===== config.mk =====
export PLATFORM = sky130hd
export DESIGN_NAME = branch_predictor_flat
export DESIGN_NICKNAME = d
export VERILOG_FILES = /design/src/rtl/branch_predictor_if.sv /design/src/rtl/branch_predictor.sv /design/src/flat_wrapper.sv
export SDC_FILE = /design/constraint.sdc
export NUM_CORES = 1
export LEC_CHECK = 0
export BUFFER_PORTS_ARGS = -buffer_cell sky130_fd_sc_hd__buf_2
export CORE_MARGIN = 1.5
export CORE_UTILIZATION = 40
export DETAILED_ROUTE_END_ITERATION = 7
export GPL_ROUTABILITY_DRIVEN = 0
export PLACE_DENSITY = 0.56
export SETUP_SLACK_MARGIN = 0.5
export SLEW_MARGIN = 20
export SYNTH_ARGS = -nofsm -noshare
export SYNTH_HDL_FRONTEND = slang
export SYNTH_SLANG_ARGS = --single-unit

===== constraint.sdc =====
create_clock -name clk -period 5.25 [get_ports clk]
set_input_delay 1.05 -clock clk [delete_from_list [all_inputs] [get_ports clk]]
set_output_delay 1.05 -clock clk [all_outputs]
set_load 0.01 [all_outputs]

===== src/rtl/branch_predictor_if.sv =====
// Fetch/decode-side bundle for the branch predictor: predict request/response,
// resolved-branch training, and mispredict statistics.
interface branch_predictor_if;
    logic        fetch_valid;
    logic [31:0] fetch_pc;
    logic        pred_taken;
    logic        pred_hit;
    logic [31:0] pred_target;

    logic        upd_valid;
    logic [31:0] upd_pc;
    logic        upd_taken;
    logic [31:0] upd_target;
    logic        upd_pred_taken;

    logic        mispredict;
    logic [31:0] mispredict_cnt;

    modport master (
        output fetch_valid, fetch_pc,
        output upd_valid, upd_pc, upd_taken, upd_target, upd_pred_taken,
        input  pred_taken, pred_hit, pred_target,
        input  mispredict, mispredict_cnt
    );

    modport slave (
        input  fetch_valid, fetch_pc,
        input  upd_valid, upd_pc, upd_taken, upd_target, upd_pred_taken,
        output pred_taken, pred_hit, pred_target,
        output mispredict, mispredict_cnt
    );
endinterface


===== src/rtl/branch_predictor.sv =====
// Direct-mapped BTB with 2-bit saturating counters: zero-latency prediction from
// the fetch PC, training from decode-resolved branches, saturating mispredict count.
module branch_predictor #(
    parameter int ENTRIES = 16
) (
    input logic               clk,
    input logic               rst_n,
    branch_predictor_if.slave bp
);
    localparam int IDX_W = $clog2(ENTRIES);
    localparam int TAG_W = 30 - IDX_W;

    typedef logic [1:0] ctr_t;
    localparam ctr_t CTR_STRONG_NT = 2'b00;
    localparam ctr_t CTR_WEAK_NT   = 2'b01;
    localparam ctr_t CTR_WEAK_T    = 2'b10;
    localparam ctr_t CTR_STRONG_T  = 2'b11;

    logic [ENTRIES-1:0]            valid_q, valid_d;
    ctr_t [ENTRIES-1:0]            ctr_q, ctr_d;
    logic [ENTRIES-1:0][TAG_W-1:0] tag_q, tag_d;
    logic [ENTRIES-1:0][31:0]      target_q, target_d;
    logic                          mispredict_q, mispredict_d;
    logic [31:0]                   mispredict_cnt_q, mispredict_cnt_d;

    logic [IDX_W-1:0] f_idx, u_idx;
    logic [TAG_W-1:0] f_tag, u_tag;
    logic             f_hit, u_hit, mis_evt;
    logic             unused_pc_lsbs;

    assign f_idx = bp.fetch_pc[IDX_W+1:2];
    assign f_tag = bp.fetch_pc[31:IDX_W+2];
    assign u_idx = bp.upd_pc[IDX_W+1:2];
    assign u_tag = bp.upd_pc[31:IDX_W+2];
    assign unused_pc_lsbs = ^{bp.fetch_pc[1:0], bp.upd_pc[1:0]};

    // Predict reads the registered arrays only, so a same-cycle update is not bypassed.
    assign f_hit          = bp.fetch_valid & valid_q[f_idx] & (tag_q[f_idx] == f_tag);
    assign bp.pred_hit    = f_hit;
    assign bp.pred_taken  = f_hit & ctr_q[f_idx][1];
    assign bp.pred_target = bp.pred_taken ? target_q[f_idx] : bp.fetch_pc + 32'd4;

    assign u_hit   = valid_q[u_idx] & (tag_q[u_idx] == u_tag);
    assign mis_evt = bp.upd_valid & (bp.upd_pred_taken != bp.upd_taken);

    always_comb begin
        // NOTE: every next-state variable gets its hold value first, so no path can infer a latch.
        valid_d          = valid_q;
        ctr_d            = ctr_q;
        tag_d            = tag_q;
        target_d         = target_q;
        mispredict_d     = mis_evt;
        mispredict_cnt_d = mispredict_cnt_q;

        if (mis_evt && (mispredict_cnt_q != '1)) begin
            mispredict_cnt_d = mispredict_cnt_q + 32'd1;
        end

        if (bp.upd_valid) begin
            if (u_hit) begin
                if (bp.upd_taken) begin
                    if (ctr_q[u_idx] != CTR_STRONG_T) ctr_d[u_idx] = ctr_q[u_idx] + 2'd1;
                    target_d[u_idx] = bp.upd_target;
                end else if (ctr_q[u_idx] != CTR_STRONG_NT) begin
                    ctr_d[u_idx] = ctr_q[u_idx] - 2'd1;
                end
            end else if (bp.upd_taken) begin
                // Allocation replaces whatever branch previously aliased onto this slot.
                valid_d[u_idx]  = 1'b1;
                tag_d[u_idx]    = u_tag;
                target_d[u_idx] = bp.upd_target;
                ctr_d[u_idx]    = CTR_WEAK_T;
            end
        end
    end

    // NOTE: state registers use non-blocking assignments so all flops update together at the edge.
    always_ff @(posedge clk) begin
        if (!rst_n) begin
            valid_q          <= '0;
            ctr_q            <= {ENTRIES{CTR_WEAK_NT}};
            mispredict_q     <= 1'b0;
            mispredict_cnt_q <= '0;
        end else begin
            valid_q          <= valid_d;
            ctr_q            <= ctr_d;
            mispredict_q     <= mispredict_d;
            mispredict_cnt_q <= mispredict_cnt_d;
        end
    end

    // NOTE: tag and target storage is left unreset; the cleared valid bits make stale contents unreachable.
    always_ff @(posedge clk) begin
        tag_q    <= tag_d;
        target_q <= target_d;
    end

    assign bp.mispredict     = mispredict_q;
    assign bp.mispredict_cnt = mispredict_cnt_q;
endmodule


===== src/flat_wrapper.sv =====
// flat-port wrapper written by rule: the top's interface ports become plain ports
module branch_predictor_flat 
#(
    parameter int ENTRIES = 16
)
  (clk, rst_n, bp_fetch_valid, bp_fetch_pc, bp_upd_valid, bp_upd_pc, bp_upd_taken, bp_upd_target, bp_upd_pred_taken, bp_pred_taken, bp_pred_hit, bp_pred_target, bp_mispredict, bp_mispredict_cnt);
  branch_predictor_if bp_i ();
  input logic clk;
  input logic rst_n;
  input wire logic [$bits(bp_i.fetch_valid)-1:0] bp_fetch_valid;
  input wire logic [$bits(bp_i.fetch_pc)-1:0] bp_fetch_pc;
  input wire logic [$bits(bp_i.upd_valid)-1:0] bp_upd_valid;
  input wire logic [$bits(bp_i.upd_pc)-1:0] bp_upd_pc;
  input wire logic [$bits(bp_i.upd_taken)-1:0] bp_upd_taken;
  input wire logic [$bits(bp_i.upd_target)-1:0] bp_upd_target;
  input wire logic [$bits(bp_i.upd_pred_taken)-1:0] bp_upd_pred_taken;
  output wire logic [$bits(bp_i.pred_taken)-1:0] bp_pred_taken;
  output wire logic [$bits(bp_i.pred_hit)-1:0] bp_pred_hit;
  output wire logic [$bits(bp_i.pred_target)-1:0] bp_pred_target;
  output wire logic [$bits(bp_i.mispredict)-1:0] bp_mispredict;
  output wire logic [$bits(bp_i.mispredict_cnt)-1:0] bp_mispredict_cnt;
  assign bp_i.fetch_valid = bp_fetch_valid;
  assign bp_i.fetch_pc = bp_fetch_pc;
  assign bp_i.upd_valid = bp_upd_valid;
  assign bp_i.upd_pc = bp_upd_pc;
  assign bp_i.upd_taken = bp_upd_taken;
  assign bp_i.upd_target = bp_upd_target;
  assign bp_i.upd_pred_taken = bp_upd_pred_taken;
  assign bp_pred_taken = bp_i.pred_taken;
  assign bp_pred_hit = bp_i.pred_hit;
  assign bp_pred_target = bp_i.pred_target;
  assign bp_mispredict = bp_i.mispredict;
  assign bp_mispredict_cnt = bp_i.mispredict_cnt;
  branch_predictor #(.ENTRIES(ENTRIES)) u_core (.clk(clk), .rst_n(rst_n), .bp(bp_i));
endmodule

==> flow_metrics.env <==
export IMPL_yosys_area_share_simple_pct=3.81
export IMPL_io_buffers=166
export IMPL_yosys_most_used_dff="edfxtp_1"
export IMPL_via_count=24300
export IMPL_clk_pin_slew_ps=60
export IMPL_syn_num_nets=2406
export IMPL_worst_path_buf_inv=7
export IMPL_mostFrequentLayoutCells="928 x edfxtp_1, 381 x mux4_2, 157 x buf_2"
export IMPL_overflow=0
export IMPL_clk_latency_ps=720
export IMPL_syn_area_um2=44100
export IMPL_whs_ps=490
export IMPL_p_total_mw=17.9
export IMPL_top_usage_layer="met2"
export IMPL_syn_inst=2300
export IMPL_path_delay_family="buffers and inverters"
export IMPL_final_cells=4088
export IMPL_timing_setup_tns_ps=-149
export IMPL_synth_compound_area_share_pct=2.86
export IMPL_numCtsBuffers=109
export IMPL_pre_cts_ws_ps=-82.5
export IMPL_die_y_um=335
export IMPL_die_area_um2=112000
export IMPL_grtUsageMet3_pct=3.76
export IMPL_max_slew_margin_pct=43.2
export IMPL_start_kind="input pin"
export IMPL_drtIter0Drc=2303
export IMPL_hold_class="flop to flop"
export IMPL_dp_cells=3869
export IMPL_ys_seq_area_share_pct=66.9
export IMPL_endpoint_kind="primary output"
export IMPL_grt_max_degree=67
export IMPL_first_global_vias=24900
export IMPL_area_delta_synth_final_pct=17.4
export IMPL_synth_top_family_by_area="multiplexers"
export IMPL_htree_levels=3
export IMPL_syn_avg_cell_area_um2=19.2
export IMPL_crit_slowest_cell="mux4_2"
export IMPL_rsz0062_at_grt="true"
export IMPL_drv_slew=0
export IMPL_initial_core_util_pct=40.4
export IMPL_timing_final_crit_share_pct=101
export IMPL_async_flop_share_pct=0
export IMPL_muxShareOfSynthArea_pct=22.2
export IMPL_skew_ps=39.3
export IMPL_rows=121
export IMPL_fill_cells=9041
export IMPL_vias_per_cell=5.94
export IMPL_drive_above_1_share_pct=35.5
export IMPL_cts_sinks=1009
export IMPL_path_cells="buf_16, buf_16, buf_12, mux4_2, mux4_2, xnor2_1, nand4_1, nor4_2, buf_4, nand3_4, buf_12, buf_12, nor2_2, a21oi_2, buf_2"
export IMPL_yosys_warnings=0
export IMPL_drc=0
export IMPL_setup_ws_ps=-31.0
export IMPL_violations="setup timing"
export IMPL_multi_input_area_um2=14200
export IMPL_final_area_um2=51800
export IMPL_period_needed_ps=5280
export IMPL_io_pins=169
export IMPL_synth_ff_latch_count=1009
export IMPL_grtUsageTotal_pct=21.8
export IMPL_die_x_um=335
export IMPL_grt_pass1_wl_um=176000
export IMPL_worst_setup_path_type="input pin to primary output"
export IMPL_cts_path_max_buffers=3
export IMPL_powerDensity_nw_per_um2=345
export IMPL_antenna_found_initial=13
export IMPL_synth_edf_count=928
export IMPL_critPathArrivalTime_ps=4230
export IMPL_fin_util_pct=47.5
export IMPL_cts_tree="built"
export IMPL_dp_final_hpwl_um=73100
export IMPL_synth_adder_area_share_pct=0.114
export IMPL_wl_um=123000
export IMPL_critPathMaxStageDelay_ps=570
export IMPL_drv_cap=0
export IMPL_coreArea_um2=109000
export IMPL_dr_pass1_iters=5
export IMPL_crit_fanout=18
export IMPL_layout_commonest_cell="edfxtp_1"
export IMPL_grt_use_met1_pct=29.8
export IMPL_vdd_drop_max_v=0.000245
export IMPL_max_freq_ghz=0.189
export IMPL_ys_types=61
export IMPL_synth_xor_area_share_pct=2.38
export IMPL_placed_cell_area_um2=47800
export IMPL_worstPathRequired_ps=4200
export IMPL_crit_path_frequent_cell="buf_12"
export IMPL_nets=2690
export IMPL_finalHoldViolCount=0
export IMPL_cellLeakagePower_nw=16.9
export IMPL_use_met2_pct=36.3
export IMPL_final_setup_viol_count=10
export IMPL_status="finished, violations left"
export IMPL_worst_pin_slew_ps=850
export IMPL_clockRootBuffer="clkbuf_16"
export IMPL_wire_per_inst_um=30.1
export IMPL_drt_antenna_violating_nets=0
export IMPL_seqCellArea_um2=29500
area by class of cell:
type	count	share of cell area, %
antenna	1	0.00483
clock buffer	129	5.48
clock inverter	71	1.39
inverter	15	0.109
multi-input combinational	1132	27.5
sequential	1009	57.0
tap	1414	3.42
timing repair buffer	317	5.18
worst register-to-register path: cells and delay by family, from the launching register on:
kind,cells,cell delay (ps)
buf+inv,4,850
flops,1,410
xor+xnor,1,80
mux,3,1280
simple gates,3,410
compound gates,1,190
timing repair:
item | 4_1_cts | 5_1_grt
hold endpoints to repair | 0 | 0
buffers inserted | 0 | 17
gates cloned | 0 | 1
hold buffers | 0 | 0
endpoints found under the setup margin | 34 | 34
gates resized for setup | 2 | 40
pin swaps | 1 | 5
worst paths after layout:
check | startpoint | to | slack (ps) | cells past startpoint
min reg2reg | u_core.valid_q[2] | u_core.valid_q[2] | 490 | 1
max | bp_fetch_pc[2] | bp_pred_target[28] | -30 | 15
min | u_core.valid_q[2] | u_core.valid_q[2] | 490 | 1
max reg2reg | u_core.tag_q[309] | u_core.tag_q[278] | 1750 | 12
where the power goes:
part           internal, mW  switching (mW)
clock network          4.45            3.21
logic                 0.575           0.738
registers              8.87          0.0326
total                  13.9            3.98
Yosys cell counts, drive strengths merged, types with 29 or more instances:
cell type	count	share of area [%]
mux2	29	0.74
xor2	45	0.89
xnor2	75	1.5
nand2	61	0.52
o21a	33	0.56
clkbuf	65	0.55
edfxtp	928	63
a31oi	30	0.43
mux4	381	19
nor3	32	0.39
and2	32	0.45
buf	79	1.0
nor2	74	0.63
dfxtp	81	3.7
mux2i	89	2.0
nand3	32	0.36
a21oi	44	0.50
cells by family (layout without fill, tap and decap cells):
| kind of cell | Yosys count | count (layout) |
|---|---|---|
| adders and majority gates | 4 | 4 |
| other | 0 | 1 |
| DFF | 1009 | 1009 |
| and+or+nand+nor | 323 | 323 |
| buffers and inverters | 159 | 532 |
| xor gates and xnor gates | 120 | 120 |
| muxes | 499 | 499 |
| AOI/OAI and AO/OA | 186 | 186 |
registers in the layout, indices dropped and copies added, names as in the netlist:
signal                    count
u_core.bp.mispredict          1
u_core.tag_q                416
u_core.bp.mispredict_cnt     32
u_core.ctr_q                 32
u_core.target_q             512
u_core.valid_q               16
metal layers:
layer,vias to the layer above,share of wire [%]
met5,-,0.037
met4,8,2.1
met3,187,6.5
met2,843,50
met1,13100,42
li1,10200,-
Power figures use the tool's default switching activity.
